===== src/rtl/scan_pkg.sv =====
// Shared types and defaults for the serial scan controller.
package scan_pkg;

    typedef enum logic [1:0] {
        IDLE  = 2'd0,
        SHIFT = 2'd1,
        DONE  = 2'd2
    } scan_state_e;

    localparam int unsigned DEF_PAT_LEN = 5;
    localparam logic [DEF_PAT_LEN-1:0] DEF_PATTERN = 5'b10010;

    // Width needed to hold a hit count of 0..w inclusive.
    function automatic int unsigned cnt_width(input int unsigned w);
        return $clog2(w + 1);
    endfunction

endpackage


===== src/rtl/pattern_match.sv =====
// Bit-serial overlapping pattern detector: keeps the last PAT_LEN-1 bits
// and a fill counter so no hit is reported before enough history exists.
module pattern_match
    import scan_pkg::*;
#(
    parameter int unsigned             PAT_LEN = DEF_PAT_LEN,
    parameter logic [PAT_LEN-1:0]      PATTERN = DEF_PATTERN
) (
    input  logic Clock,
    input  logic Reset,
    input  logic bit_in,
    input  logic bit_en,
    input  logic clr,
    output logic hit
);

    localparam int unsigned HW = PAT_LEN - 1;
    localparam int unsigned FW = $clog2(PAT_LEN);
    localparam logic [FW-1:0] FILL_MAX = FW'(PAT_LEN - 1);

    logic [HW-1:0] hist;
    logic [FW-1:0] fill;

    // History shift register and saturating fill counter.
    always_ff @(posedge Clock or posedge Reset) begin
        if (Reset) begin
            hist <= '0;
            fill <= '0;
        end else if (clr) begin
            hist <= '0;
            fill <= '0;
        end else if (bit_en) begin
            hist <= HW'({hist, bit_in});
            if (fill != FILL_MAX)
                fill <= fill + FW'(1);
        end
    end

    // Hit when the incoming bit completes the pattern; history survives a hit.
    always_comb begin
        hit = bit_en && (fill == FILL_MAX) && ({hist, bit_in} == PATTERN);
    end

endmodule


===== src/rtl/serial_scan_ctrl.sv =====
// Serialising scan controller: accepts a word over valid/ready, shifts it
// MSB-first into pattern_match and reports the per-word hit count.
// Build option: define SCAN_CARRY_EN to keep detector history across words.
module serial_scan_ctrl
    import scan_pkg::*;
#(
    parameter int unsigned          WORD_W  = 16,
    parameter int unsigned          PAT_LEN = DEF_PAT_LEN,
    parameter logic [PAT_LEN-1:0]   PATTERN = DEF_PATTERN,
    parameter int unsigned          CNT_W   = cnt_width(WORD_W)
) (
    input  logic              Clock,
    input  logic              Reset,
    input  logic              in_valid,
    input  logic [WORD_W-1:0] in_word,
    output logic              in_ready,
    output logic              busy,
    output logic              bit_out,
    output logic              done,
    output logic [CNT_W-1:0]  match_count
);

    localparam int unsigned IW = $clog2(WORD_W);

    scan_state_e       state, state_nxt;
    logic [WORD_W-1:0] sreg;
    logic [IW-1:0]     idx;
    logic              accept;
    logic              hit;
    logic              det_clr;

    // State register.
    always_ff @(posedge Clock or posedge Reset) begin
        if (Reset)
            state <= IDLE;
        else
            state <= state_nxt;
    end

    // Next-state decode and handshake/status outputs.
    always_comb begin
        state_nxt = state;
        in_ready  = 1'b0;
        busy      = 1'b0;
        done      = 1'b0;
        bit_out   = 1'b0;
        case (state)
            IDLE: begin
                in_ready = 1'b1;
                if (in_valid)
                    state_nxt = SHIFT;
            end
            SHIFT: begin
                busy    = 1'b1;
                bit_out = sreg[WORD_W-1];
                if (idx == '0)
                    state_nxt = DONE;
            end
            DONE: begin
                in_ready  = 1'b1;
                done      = 1'b1;
                state_nxt = in_valid ? SHIFT : IDLE;
            end
            default: state_nxt = IDLE;
        endcase
        accept = in_valid && in_ready;
    end

    // Shift register, bit index and saturating hit counter.
    always_ff @(posedge Clock or posedge Reset) begin
        if (Reset) begin
            sreg        <= '0;
            idx         <= '0;
            match_count <= '0;
        end else if (accept) begin
            sreg        <= in_word;
            idx         <= IW'(WORD_W - 1);
            match_count <= '0;
        end else if (busy) begin
            sreg <= {sreg[WORD_W-2:0], 1'b0};
            idx  <= idx - IW'(1);
            if (hit && (match_count != '1))
                match_count <= match_count + CNT_W'(1);
        end
    end

`ifdef SCAN_CARRY_EN
    assign det_clr = 1'b0;
`else
    assign det_clr = accept;
`endif

    pattern_match #(
        .PAT_LEN (PAT_LEN),
        .PATTERN (PATTERN)
    ) u_match (
        .Clock  (Clock),
        .Reset  (Reset),
        .bit_in (bit_out),
        .bit_en (busy),
        .clr    (det_clr),
        .hit    (hit)
    );

endmodule


===== config.mk =====
export PLATFORM = sky130hd
export DESIGN_NAME = serial_scan_ctrl
export DESIGN_NICKNAME = d
export VERILOG_FILES = /design/src/rtl/scan_pkg.sv /design/src/rtl/pattern_match.sv /design/src/rtl/serial_scan_ctrl.sv
export SDC_FILE = /design/constraint.sdc
export NUM_CORES = 1
export LEC_CHECK = 0
export ABC_AREA = 1
export ABC_CLOCK_PERIOD_IN_PS = 2600
export CORE_UTILIZATION = 24
export CTS_CLUSTER_DIAMETER = 150
export DETAILED_ROUTE_END_ITERATION = 8
export GPL_ROUTABILITY_DRIVEN = 0
export MAX_ROUTING_LAYER = met4
export PLACE_DENSITY = 0.46
export SKIP_CTS_REPAIR_TIMING = 1
export SYNTH_ARGS = -nofsm -noshare
export SYNTH_HDL_FRONTEND = slang
export SYNTH_SLANG_ARGS = --single-unit

===== constraint.sdc =====
create_clock -name Clock -period 2.6 [get_ports Clock]
set_input_delay 0.52 -clock Clock [delete_from_list [all_inputs] [get_ports Clock]]
set_output_delay 0.52 -clock Clock [all_outputs]
set_load 0.02 [all_outputs]

==> flow_metrics.env <==
export IMPL_status="finished clean"
export IMPL_die_w_um=87.6
export IMPL_arrival_ns=1.56
export IMPL_wire_per_inst_um=11.9
export IMPL_ys_types=27
export IMPL_worstHoldStart="idx[2]"
export IMPL_cts_tree="built"
export IMPL_peakVddDrop_uv=277
export IMPL_fin_setup_tns_ns=0
export IMPL_antenna_found_initial=0
export IMPL_drc=0
export IMPL_port_buffers=27
export IMPL_worstSkewPairLatency_ns=0.29
export IMPL_slew_headroom_pct=70.0
export IMPL_fmax_ghz=0.481
export IMPL_layout_drive_gt1_share_pct=12.2
export IMPL_gr_total_overflow=0
export IMPL_clkSinkCount=34
export IMPL_syn_to_final_growth_pct=25.4
export IMPL_path_class="flop to output pin"
export IMPL_yosys_warnings=0
export IMPL_period_needed_ns=2.08
export IMPL_setup_ws_ns=0.523
export IMPL_grt_setup_unrepaired="false"
export IMPL_r2r_slack_ns=0.88
export IMPL_grt_pass1_wl_mm=6.42
export IMPL_drv_cap=0
export IMPL_pre_cts_ws_ns=0.579
export IMPL_finalPower_mw=2.42
export IMPL_end_kind="output pin"
export IMPL_antenna_cells=0
export IMPL_syn_inst=191
export IMPL_timing_rr_end="match_count[2]"
export IMPL_stdcell_area_um2=2210
export IMPL_min_path_type="flop to flop"
export IMPL_die_y_um=87.6
export IMPL_cts_made_buffers=5
export IMPL_worst_ep_required_time_ns=2.08
export IMPL_routed_via_count=1330
export IMPL_ys_ff_latch=34
export IMPL_layout_commonest_cell="dfrtp_1"
export IMPL_r2r_start="match_count[0]"
export IMPL_r2r_worst_path_cells=9
export IMPL_rows=30
export IMPL_grt_max_degree=38
export IMPL_drtIter0Drc=63
export IMPL_seq_area_frac_synth_pct=48.4
export IMPL_clock_skew_ns=0.0107
export IMPL_htreeDepth=2
export IMPL_nets=244
export IMPL_maxSlewViolCount=0
export IMPL_yosys_area_top_type_share_pct=48.4
export IMPL_routed_via_density=4.20
export IMPL_dieArea_um2=7680
export IMPL_drt_total_wl_mm=3.76
export IMPL_dr_pass1_iters=6
export IMPL_start_util_pct=25.3
export IMPL_grt_usage_pct=11.4
export IMPL_placed_cell_area_um2=2100
export IMPL_startpoint="state[1]"
export IMPL_power_density_nw_per_um2=1100
export IMPL_mostFrequentLayoutCells="dfrtp_1 (34), inv_1 (31), clkdlybuf4s50_1 (27)"
export IMPL_p_leak_nw=1.01
export IMPL_fin_crit_sh_pct=79.9
export IMPL_post_dp_hpwl_mm=2.45
export IMPL_clockBufferDepth=2
export IMPL_synthesis_area_um2=1760
export IMPL_grt_pass1_vias=1333
export IMPL_yosysTopAreaCell="dfrtp_1"
export IMPL_tightest_slew_ns=0.450
export IMPL_root_buffer="clkbuf_8"
export IMPL_ios=28
export IMPL_syn_nets=215
export IMPL_synth_area_leaders="dfrtp_1 (48%), o21ai_1 (7.1%), inv_1 (6.6%)"
export IMPL_design_core_area_um2=6940
export IMPL_clk_pin_slew_ns=0.06
export IMPL_start_kind="flop"
export IMPL_syn_avg_cell_area_um2=9.21
export IMPL_setup_viol=0
export IMPL_drtAntennaViolNets=0
export IMPL_holdPathStages=1
export IMPL_hold_viol_final=0
export IMPL_cp_max_fo=3
export IMPL_whs_endpoint="idx[2]"
==> cells by family after synthesis <==
logic type	Yosys count	synth area share, %
fa+ha+maj	5	3.56
xor+xnor	2	0.996
flops	34	48.4
compound gates	51	19.2
buf+inv	40	10.7
simple gates	59	17.1
==> Yosys cell counts <==
library cell,n
inv_2,2
o21ai_2,6
nand3_4,1
nor3_1,1
nand3_1,12
a31oi_1,1
o22ai_2,2
nand2_4,2
nor2_4,1
nor2_1,11
buf_4,2
buf_2,1
o221ai_2,4
o21ai_0,10
nand2_1,26
nand3b_1,1
o22ai_1,1
buf_6,4
o21ai_1,25
nand2_8,1
nand4_1,3
dfrtp_1,34
a22oi_1,1
inv_1,31
ha_1,5
a21oi_1,1
xor2_1,2
==> metal layers <==
layer / up-vias / track usage [%] / wire length, µm
li1: 692 / - / -
met5: - / - / 0
met2: 21 / 16.5 / 1610
met3: 4 / 3.58 / 135
met4: 0 / 3.58 / 46
met1: 613 / 15.2 / 1970
==> stage by stage <==
step | util, % | std cells | hold slack [ns]
floorplan | - | 191 | 0.464
global placement | 30.2 | 309 | 0.485
detailed placement | 30.2 | 309 | 0.500
CTS | 31.8 | 317 | 0.510
global route | 31.8 | 317 | 0.533
finish | 31.8 | 317 | 0.514
==> where the power goes <==
| group | switching, mW | internal (mW) | leakage, nW |
|---|---|---|---|
| Combinational | 0.664 | 0.419 | 0.536 |
| Sequential | 0.101 | 0.756 | 0.421 |
| Clock | 0.191 | 0.287 | 0.0524 |
==> registers in the layout, indices dropped and copies added, names as in the netlist <==
signal / count
sreg: 16
match_count: 5
idx: 4
u_match.hist: 4
u_match.fill: 3
state: 2
==> area by class of cell <==
| class | count | area [µm²] |
|---|---|---|
| tap | 96 | 120 |
| sequential | 34 | 851 |
| inverter | 33 | 124 |
| clock buffer | 7 | 76.3 |
| fill | 746 | 4740 |
| timing repair buffer | 29 | 285 |
| multi-input combinational | 117 | 719 |
| clock inverter | 1 | 30.0 |
==> worst max-delay path by stage <==
stage                                 end  slack [ns]  depth (start not counted)
after floorplan                   bit_out        1.05                          4
final                             bit_out        0.52                          4
after global routing              bit_out        0.41                          4
after global placement    u_match.hist[3]        0.60                          6
after CTS                         bit_out        0.49                          4
after detailed placement  u_match.hist[3]        0.58                          6
==> critical path, stage by stage, from the launching register on <==
cell and delay, ns:
dfrtp_1 0.36, inv_1 0.10, nand2_4 0.08, nor2_1 0.12, clkdlybuf4s50_1 0.62
Note: power is estimated with default switching activity, not from simulation.
